==> src/rtl/sram_bridge_pkg.sv <==
// Shared types and constants for the SRAM-style CPU to SDRAM bridge.
// FIFO entries carry up to MAX_ADDR_W address bits; bridge instances use ADDR_W <= MAX_ADDR_W.
package sram_bridge_pkg;

    typedef enum logic [2:0] {
        IDLE   = 3'd0,
        CPU_RD = 3'd1,
        CPU_WR = 3'd2,
        DL_WR  = 3'd3,
        WAIT   = 3'd4
    } state_t;

    localparam int MAX_ADDR_W = 32;

    typedef struct packed {
        logic [MAX_ADDR_W-1:0] addr;
        logic [7:0]            data;
    } fifo_entry_t;

    localparam logic [7:0] IDLE_DOUT = 8'h00;
    localparam logic [7:0] TMO_DOUT  = 8'hFF;

endpackage

==> src/rtl/sram_bridge_fifo.sv <==
// Download FIFO: power-of-two depth ring buffer with a show-ahead head entry.
// A push while full is accepted only if a pop happens in the same cycle.
module sram_bridge_fifo
    import sram_bridge_pkg::*;
#(
    parameter int DEPTH = 4
) (
    input  logic                     clk_sys,
    input  logic                     reset,
    input  logic                     push,
    input  logic                     pop,
    input  fifo_entry_t              din,
    output fifo_entry_t              dout,
    output logic                     full,
    output logic                     empty,
    output logic [$clog2(DEPTH):0]   count
);

    localparam int PTR_W = $clog2(DEPTH);

    fifo_entry_t      mem [DEPTH];
    logic [PTR_W-1:0] wr_ptr_reg;
    logic [PTR_W-1:0] rd_ptr_reg;
    logic [PTR_W:0]   count_reg;
    logic             do_push;
    logic             do_pop;

    assign full    = (count_reg == (PTR_W + 1)'(DEPTH));
    assign empty   = (count_reg == '0);
    assign do_pop  = pop & ~empty;
    assign do_push = push & (~full | do_pop);

    always_ff @(posedge clk_sys) begin
        if (reset) begin
            wr_ptr_reg <= '0;
            rd_ptr_reg <= '0;
            count_reg  <= '0;
        end else begin
            if (do_push) wr_ptr_reg <= wr_ptr_reg + 1'b1;
            if (do_pop)  rd_ptr_reg <= rd_ptr_reg + 1'b1;
            case ({do_push, do_pop})
                2'b10:   count_reg <= count_reg + 1'b1;
                2'b01:   count_reg <= count_reg - 1'b1;
                default: count_reg <= count_reg;
            endcase
        end
    end

    always_ff @(posedge clk_sys) begin
        if (do_push) mem[wr_ptr_reg] <= din;
    end

    assign dout  = mem[rd_ptr_reg];
    assign count = count_reg;

endmodule

==> src/rtl/sram_bridge.sv <==
// CPU SRAM-strobe and ROM-download bridge onto a single-request SDRAM port.
// Optional watchdog on the WAIT state: define SRAM_BRIDGE_TIMEOUT_EN.
module sram_bridge
    import sram_bridge_pkg::*;
#(
    parameter int ADDR_W   = 23,
    parameter int DL_DEPTH = 4,
    parameter int TMO_CYC  = 255
) (
    input  logic              clk_sys,
    input  logic              reset,
    input  logic [ADDR_W-1:0] cpu_addr,
    input  logic [7:0]        cpu_din,
    output logic [7:0]        cpu_dout,
    input  logic              cpu_n_cs,
    input  logic              cpu_n_oe,
    input  logic              cpu_n_we,
    output logic              cpu_rdy,
    input  logic              dl_active,
    input  logic              dl_wr,
    input  logic [ADDR_W-1:0] dl_addr,
    input  logic [7:0]        dl_data,
    output logic              dl_stall,
    output logic              dl_overflow,
    output logic [ADDR_W-1:0] ram_addr,
    output logic [7:0]        ram_din,
    input  logic [7:0]        ram_dout,
    output logic              ram_rd,
    output logic              ram_we,
    input  logic              ram_ready,
    output logic              ram_err
);

    localparam int CNT_W = $clog2(DL_DEPTH) + 1;

    logic              cs_rd, cs_wr, strobe, start_edge, dl_rise;
    logic              strobe_reg, dl_active_reg;
    logic              pend_rd_reg, pend_wr_reg;
    logic [ADDR_W-1:0] pend_addr_reg;
    logic [7:0]        pend_din_reg;
    logic              wait_rd_reg, wait_cpu_reg;
    logic [ADDR_W-1:0] ram_addr_reg;
    logic [7:0]        ram_din_reg, cpu_dout_reg;
    logic              overflow_reg;
    logic              cpu_busy, tmo_hit;
    state_t            state_reg, state_next;

    fifo_entry_t       fifo_din, fifo_head;
    logic              fifo_push, fifo_pop, fifo_full, fifo_empty;
    logic [CNT_W-1:0]  fifo_count;

    assign cs_rd  = ~cpu_n_cs & ~cpu_n_oe;
    assign cs_wr  = ~cpu_n_cs & ~cpu_n_we;
    assign strobe = cs_rd | cs_wr;
    // Only a fresh strobe starts an access, and never during a download.
    assign start_edge = strobe & ~strobe_reg & ~dl_active;
    assign dl_rise    = dl_active & ~dl_active_reg;

    assign fifo_din.addr = MAX_ADDR_W'(dl_addr);
    assign fifo_din.data = dl_data;
    assign fifo_push     = dl_wr;
    assign fifo_pop      = (state_reg == IDLE) && (state_next == DL_WR);

    sram_bridge_fifo #(.DEPTH(DL_DEPTH)) u_fifo (
        .clk_sys (clk_sys),
        .reset   (reset),
        .push    (fifo_push),
        .pop     (fifo_pop),
        .din     (fifo_din),
        .dout    (fifo_head),
        .full    (fifo_full),
        .empty   (fifo_empty),
        .count   (fifo_count)
    );

    generate
        if (ADDR_W < MAX_ADDR_W) begin : g_addr_pad
            logic unused_addr_hi;
            assign unused_addr_hi = ^fifo_head.addr[MAX_ADDR_W-1:ADDR_W];
        end
    endgenerate

    always_ff @(posedge clk_sys) begin
        if (reset) state_reg <= IDLE;
        else       state_reg <= state_next;
    end

    always_comb begin
        state_next = state_reg;
        case (state_reg)
            IDLE: begin
                if (!fifo_empty)                     state_next = DL_WR;
                else if (pend_wr_reg && !dl_active)  state_next = CPU_WR;
                else if (pend_rd_reg && !dl_active)  state_next = CPU_RD;
            end
            CPU_RD, CPU_WR, DL_WR: state_next = WAIT;
            WAIT:    if (ram_ready || tmo_hit) state_next = IDLE;
            default: state_next = IDLE;
        endcase
    end

    always_comb begin
        ram_rd   = (state_reg == CPU_RD);
        ram_we   = (state_reg == CPU_WR) || (state_reg == DL_WR);
        cpu_busy = pend_rd_reg || pend_wr_reg || (state_reg == CPU_RD) ||
                   (state_reg == CPU_WR) || ((state_reg == WAIT) && wait_cpu_reg);
        cpu_rdy  = dl_active || !cpu_busy;
    end

    always_ff @(posedge clk_sys) begin
        if (reset) begin
            strobe_reg    <= 1'b0;
            dl_active_reg <= 1'b0;
            pend_rd_reg   <= 1'b0;
            pend_wr_reg   <= 1'b0;
            pend_addr_reg <= '0;
            pend_din_reg  <= '0;
            wait_rd_reg   <= 1'b0;
            wait_cpu_reg  <= 1'b0;
            ram_addr_reg  <= '0;
            ram_din_reg   <= '0;
            cpu_dout_reg  <= IDLE_DOUT;
            overflow_reg  <= 1'b0;
        end else begin
            strobe_reg    <= strobe;
            dl_active_reg <= dl_active;
            if (state_reg == IDLE && (state_next == CPU_RD || state_next == CPU_WR)) begin
                pend_rd_reg <= 1'b0;
                pend_wr_reg <= 1'b0;
            end
            // A simultaneous read and write strobe is treated as a write.
            if (start_edge) begin
                pend_wr_reg   <= cs_wr;
                pend_rd_reg   <= ~cs_wr;
                pend_addr_reg <= cpu_addr;
                pend_din_reg  <= cpu_din;
            end
            if (dl_rise) begin
                pend_rd_reg <= 1'b0;
                pend_wr_reg <= 1'b0;
            end
            // Request address/data are latched once and held through WAIT.
            if (state_reg == IDLE && state_next != IDLE) begin
                wait_rd_reg  <= (state_next == CPU_RD);
                wait_cpu_reg <= (state_next != DL_WR);
                if (state_next == DL_WR) begin
                    ram_addr_reg <= fifo_head.addr[ADDR_W-1:0];
                    ram_din_reg  <= fifo_head.data;
                end else begin
                    ram_addr_reg <= pend_addr_reg;
                    ram_din_reg  <= pend_din_reg;
                end
            end
            if (state_reg == WAIT && wait_rd_reg) begin
                if (ram_ready)    cpu_dout_reg <= ram_dout;
                else if (tmo_hit) cpu_dout_reg <= TMO_DOUT;
            end
            if (dl_rise) overflow_reg <= 1'b0;
            if (dl_wr && fifo_full && !fifo_pop) overflow_reg <= 1'b1;
        end
    end

`ifdef SRAM_BRIDGE_TIMEOUT_EN
    localparam int TMO_W = $clog2(TMO_CYC + 1);
    logic [TMO_W-1:0] tmo_cnt_reg;
    logic             err_reg;

    always_ff @(posedge clk_sys) begin
        if (reset) begin
            tmo_cnt_reg <= '0;
            err_reg     <= 1'b0;
        end else begin
            tmo_cnt_reg <= (state_reg == WAIT) ? tmo_cnt_reg + 1'b1 : '0;
            if (tmo_hit) err_reg <= 1'b1;
        end
    end

    assign tmo_hit = (state_reg == WAIT) && !ram_ready &&
                     (tmo_cnt_reg == TMO_W'(TMO_CYC - 1));
    assign ram_err = err_reg;
`else
    localparam int TMO_CYC_UNUSED = TMO_CYC;
    assign tmo_hit = 1'b0;
    assign ram_err = 1'b0;
`endif

    assign cpu_dout    = cpu_dout_reg;
    assign ram_addr    = ram_addr_reg;
    assign ram_din     = ram_din_reg;
    assign dl_stall    = (fifo_count == CNT_W'(DL_DEPTH));
    assign dl_overflow = overflow_reg;

endmodule

==> config.mk <==
export PLATFORM = sky130hd
export DESIGN_NAME = sram_bridge
export DESIGN_NICKNAME = d
export VERILOG_FILES = /design/src/rtl/sram_bridge_pkg.sv /design/src/rtl/sram_bridge_fifo.sv /design/src/rtl/sram_bridge.sv
export SDC_FILE = /design/constraint.sdc
export NUM_CORES = 1
export LEC_CHECK = 0
export ABC_AREA = 1
export CORE_AREA = 5 5 111 166
export DETAILED_ROUTE_END_ITERATION = 10
export DIE_AREA = 0 0 116 171
export MAX_ROUTING_LAYER = met4
export PLACE_DENSITY = 0.83
export SYNTH_ARGS = -nofsm -noshare
export SYNTH_HDL_FRONTEND = slang
export SYNTH_HIERARCHICAL = 1
export SYNTH_SLANG_ARGS = --single-unit
==> constraint.sdc <==
create_clock -name clk_sys -period 6.2 [get_ports clk_sys]
set_input_delay 0.62 -clock clk_sys [delete_from_list [all_inputs] [get_ports clk_sys]]
set_output_delay 0.62 -clock clk_sys [all_outputs]
set_load 0.02 [all_outputs]
* Word level (Yosys, flattened, before mapping)
Memory sizes are Yosys's and may differ from the RTL's. A register that Yosys moved wholly into a read port is not among the register bits.
Index checks and enable logic that the tools add are counted.
** Storage, ports and cells
- Flip-flop bits (word level) :: 87
- Bits in writable memories :: 124
- Bits of input ports :: 78
- Output and inout port bits :: 45
- Logic and storage cells :: 95
- Memories :: 1
** Memory list
- u_fifo.mem :: depth 4, width 31, read ports 1, clocked after memory_dff 1, write ports 1, line sram_bridge_fifo.sv:21 : fifo_entry_t mem [DEPTH];
** Operators by class
- Add/sub/neg operators :: 4
- Equality and inequality tests :: 11
- Muxes and demuxes :: 17
- Bitwise operators :: 18
- Reductions and logical operators :: 28
** Operators by type and width (number)
- $mux W23 :: 1
- $eq A3 B2 Y1 const B :: 4
- $mux W3 :: 4
- $logic_and A1 B1 Y1 :: 9
- $not A1 Y1 :: 9
- $pmux W3 S3 :: 1
- $mux W8 :: 1
- $and A1 B1 Y1 :: 7
- $logic_or A1 B1 Y1 :: 7
- $mux W1 :: 7
- $eq A3 B1 Y1 const B :: 2
- $eq A3 B3 Y1 const B :: 2
- $logic_not A3 Y1 :: 2
- $pmux W3 S2 :: 1
- $reduce_bool A2 Y1 :: 3
- $add A2 B1 Y2 const B :: 2
- $mux W2 :: 2
- $add A3 B1 Y3 const B :: 1
- $logic_not A1 Y1 :: 3
- $ne A3 B2 Y1 const B :: 1
- $reduce_bool A3 Y1 :: 1
- $reduce_or A3 Y1 :: 1
- $sub A3 B1 Y3 const B :: 1
- $eq A2 B1 Y1 const B :: 1
- other kinds (4) :: 5

* Longest topological paths before layout
- Depth after elaboration :: 13
- Mapped depth :: 15

* Hierarchy
Netlist, hierarchy kept.
** By module, submodules not included
- sram_bridge_fifo :: times used 1, cells an instance 451, area an instance 6364.9 µm², sequential area each 4984.8 µm²
- sram_bridge :: times used 1, cells an instance 483, area an instance 3530.9 µm², sequential area each 1601.5 µm²

* Least setup slack after synthesis
OpenSTA, ideal clock, no wires.
- Kind :: input-to-reg
- Start :: input dl_active
- End :: memory u_fifo/mem[0][0] in the netlist's numbering, enable pin
- Setup time :: 437 ps
- Data arrival time :: 3243 ps
- Slack :: 2520 ps
- Stages on the path :: 10
- Path buffers :: 1
- Cell sequence :: inv_2 > nand2_1 > nand2_1 > nand2_1 > nand2_2 > nand3_2 > buf_2 > inv_1 > o21ai_4 > nor2_1
** Between the ends
- Longest elaborated chain between the ends :: 13
** Ends and longest elaborated chain
- from (decl) :: line sram_bridge.sv:19 : input logic dl_active,
- $logic_not A1 Y1 * :: line sram_bridge.sv:93, sram_bridge.sv:94
- $logic_and A1 B1 Y1 :: line sram_bridge.sv:94 : else if (pend_rd_reg && !dl_active) state_next = CPU_RD;
- $mux W3 :: line sram_bridge.sv:94
- $mux W3 * :: line sram_bridge.sv:93 : else if (pend_wr_reg && !dl_active) state_next = CPU_WR;
- $mux W3 * :: line sram_bridge.sv:92 : if (!fifo_empty) state_next = DL_WR;
- $pmux W3 S3 * :: line sram_bridge.sv:90 : case (state_reg)
- $eq A3 B2 Y1 * :: line sram_bridge.sv:62 : assign fifo_pop = (state_reg == IDLE) && (state_next == DL_WR);
- $logic_and A1 B1 Y1 * :: line sram_bridge.sv:62
- via fifo_pop :: line sram_bridge.sv:49 : logic fifo_push, fifo_pop, fifo_full, fifo_empty;
- $and A1 B1 Y1 * :: line sram_bridge_fifo.sv:30 : assign do_pop = pop & ~empty;
- $or A1 B1 Y1 * :: line sram_bridge_fifo.sv:31 : assign do_push = push & (~full | do_pop);
- $and A1 B1 Y1 * :: line sram_bridge_fifo.sv:31
- $mux W1 * :: line sram_bridge_fifo.sv:50 : if (do_push) mem[wr_ptr_reg] <= din;
- $mux W1 (implied by the code) * :: line sram_bridge_fifo.sv:50
- to (decl) :: line sram_bridge_fifo.sv:21
Mark *: on every way through the listed nets, which the timed path passes. The rest lies on a longest branch.

* Worst setup path in the final report
- Start :: input dl_active
- End :: register u_fifo.count_reg[1] (netlist: u_fifo/count[1])
** Between the ends
- Longest elaborated chain between the ends :: 13
** Ends and longest elaborated chain
- $logic_not A1 Y1 * :: line sram_bridge.sv:93, sram_bridge.sv:94
- $logic_and A1 B1 Y1 :: line sram_bridge.sv:94
- $mux W3 :: line sram_bridge.sv:94
- $mux W3 * :: line sram_bridge.sv:93
- $mux W3 * :: line sram_bridge.sv:92
- $pmux W3 S3 * :: line sram_bridge.sv:90
- $eq A3 B2 Y1 * :: line sram_bridge.sv:62
- $logic_and A1 B1 Y1 * :: line sram_bridge.sv:62
- via fifo_pop :: line sram_bridge.sv:49
- $and A1 B1 Y1 * :: line sram_bridge_fifo.sv:30
- $or A1 B1 Y1 :: line sram_bridge_fifo.sv:31
- $and A1 B1 Y1 :: line sram_bridge_fifo.sv:31
- $eq A2 B1 Y1 / $eq A2 B2 Y1 (equally long branches) :: line sram_bridge_fifo.sv:41 : case ({do_push, do_pop})
- $pmux W3 S2 / $reduce_bool A2 Y1 (equally long branches)
- to (signal assigned) :: line sram_bridge_fifo.sv:42 : 2'b10: count_reg <= count_reg + 1'b1;
- to (signal assigned) :: line sram_bridge_fifo.sv:43 : 2'b01: count_reg <= count_reg - 1'b1;
- to (signal assigned) :: line sram_bridge_fifo.sv:44 : default: count_reg <= count_reg;
- to (decl) :: line sram_bridge_fifo.sv:24 : logic [PTR_W:0] count_reg;
Marked as above.
A chain may end at the register's enable or synchronous reset.

==> flow_summary_export.csv <==
group,metric,value,unit
outcome,status,"finished clean",
die,core,17000,µm²
route,num_vias,6401,
route,drt-pass1-iter-count,5,
setup_path,crit_path_end_kind,"flip-flop",
timing,worst_pin_slew,1060,ps
global_route,grt_max_degree,64,
flow_run,drv_cap,0,
logic_synthesis,syn_nets,936,
pwr,power.switching,1.82,mW
global_route,grt_pass1_wl,30.6,mm
pwr,seq_power_share,38.1,%
pwr,total_leakage_power,3.86,nW
logic_synthesis,synthesis.area,8600,µm²
clock_tree,clock-sinks,213,
die,io_pins,123,
pwr,pwr-share-comb,37.3,%
clock_tree,hold_buffers,0,
hold_path,hp-start,"cpu_dout[3]",
die,die-area,19800,µm²
layout,diodes,0,
setup_path,required,6580,ps
place,post-dp-hpwl,12.6,mm
timing,setup_violations,0,
timing,finClkSkew,9.85,ps
place,globalplace.congestion,0.901,
die,initial_utilization,50.7,%
logic_synthesis,syn_inst,853,
setup_path,arrival,4070,ps
setup_path,timing.rr.start,"u_fifo/count[1]",
global_route,grt_use_total,19.8,%
setup_path,path_cells,"clkdlybuf4s50_1, inv_2, nand2_1, nand2_1, nand2_1, nand2_2, nand3_2, inv_1, nand3_1, fa_1, a21boi_0, nor2_1",
setup_path,critPathMostFrequentCell,"nand2_1",
clock_tree,cts_tree,"built",
place,io_buffers,121,
setup_path,critPathKind,"input pin to flip-flop",
timing,hold_viol_final,0,
layout,final_nets,1024,
clock_tree,clock-root-buffer,"clkbuf_16",
layout,area_growth,21.6,%
logic_synthesis,avgSynthCellArea,10.1,µm²
timing,tns,0,ps
clock_tree,clkTransAtPathRegs,70,ps
logic_synthesis,yosys_warnings,6,
die,rows,59,
timing,period_share,59.5,%
setup_path,start_kind,"input pin",
clock_tree,cts_buffer_depth,3,
setup_path,critPathLaunch,"dl_active",
global_route,grt_pass1_vias,6244,
place,place_area,9850,µm²
clock_tree,post-cts-setup-buffers,0,
pwr,swShare,38.2,%
layout,drive_above_1_share,8.40,%
layout,largest_register_ffs,124,
route,route.detailed.drc,0,
route,drtAntennaViolNets,0,
layout,fin_area,10500,µm²
clock_tree,cts_resized,0,
pwr,ir_worst_vdd,0.000324,V
pwr,clockPowerShare,24.6,%
setup_path,cp_max_fo,33,
timing,max_slew_margin,29.0,%
clock_tree,clock_latency,490,ps
route,wl,19.6,mm
setup_path,crit_path_top_delay_cell,"nand3_2",
place,dpl_worst_slack,2020,ps
setup_path,cpPeakStageDelay,700,ps
route,via_per_inst,5.49,
pwr,power.internal,2.96,mW
clock_tree,htreeDepth,1,
route,wl_per_cell,16.9,µm
clock_tree,numCtsBuffers,19,
pwr,power_density,457,nW/µm²
hold_path,hold_class,"flip-flop to flip-flop",
timing,drv_slew,0,
global_route,overflow,0,
die,die_w,116,µm
timing,worst_slack,2510,ps
die,die_y,171,µm
global_route,antenna_found_initial,0,
route,drt-initial-drc-count,450,
pwr,power,4.78,mW
timing,rsz0062_at_grt,"false",
timing,fin_crit,3690,ps
timing,max_freq,0.271,GHz
[per-layer routing]
| layer | vias up | GRT usage (%) | routed length [µm] |
|---|---|---|---|
| li1 | 3118 | - | - |
| met1 | 2979 | 22.6 | 7580 |
| met2 | 242 | 34.5 | 10000 |
| met3 | 62 | 3.04 | 1240 |
| met4 | 0 | 8.23 | 794 |
| met5 | - | - | 0 |
[worst max-delay path, delay by kind of cell]
family / cells / cell delay, ps
AOI/OAI and AO/OA: 1 / 220
and+or+nand+nor: 7 / 1610
adders and majority gates: 1 / 510
buffers and inverters: 3 / 1100
[area by class of cell]
cell class,instances,area (µm²)
timing repair buffer,129,1270
sequential,213,5510
inverter,70,263
clock inverter,11,133
multi-input combinational,508,2540
clock buffer,21,483
fill,1342,6520
tap,213,267
[path summary, 6_finish.rpt]
| kind | endpoint | slack, ps | cells past startpoint |
|---|---|---|---|
| setup / recovery | u_fifo/count[1] | 2510 | 12 |
| hold / removal | cpu_dout[3] | 440 | 2 |
| setup reg to reg | u_fifo/count[1] | 2680 | 11 |
| hold reg to reg | cpu_dout[3] | 440 | 2 |
[stage by stage]
step	hold WS (ps)	std cells	util, %
after floorplan	426	853	-
after global placement	430	1133	58.0
after detailed placement	435	1133	58.0
after CTS	445	1165	61.6
after global routing	461	1165	61.6
final	442	1165	61.6
[power by group through the flow]
stage / combinational (mW) / sequential [mW] / clock [mW]
4_1_cts: 1.79 / 1.82 / 1.19
3_3_place_gp: 1.75 / 1.84 / 0
2_1_floorplan: 1.27 / 1.93 / 0
5_1_grt: 1.98 / 1.84 / 1.23
3_5_place_dp: 1.78 / 1.85 / 0
6_report: 1.78 / 1.82 / 1.18
[layout by cell type, fill, tap and decap left out, types with 4 or more instances in the layout]
| cell | count |
|---|---|
| dfxtp_1 | 88 |
| o21ai_1 | 6 |
| edfxtp_1 | 124 |
| clkbuf_16 | 19 |
| nand2_2 | 5 |
| nand2_1 | 52 |
| o21ai_0 | 103 |
| inv_2 | 24 |
| ha_1 | 4 |
| a21oi_1 | 44 |
| nand3_1 | 67 |
| nand4_1 | 34 |
| inv_1 | 46 |
| nand3b_1 | 5 |
| clkdlybuf4s50_1 | 121 |
| nor2_1 | 134 |
| o22ai_1 | 31 |
| buf_4 | 8 |
| nor2_2 | 6 |
(Power assumes the default switching activity.)
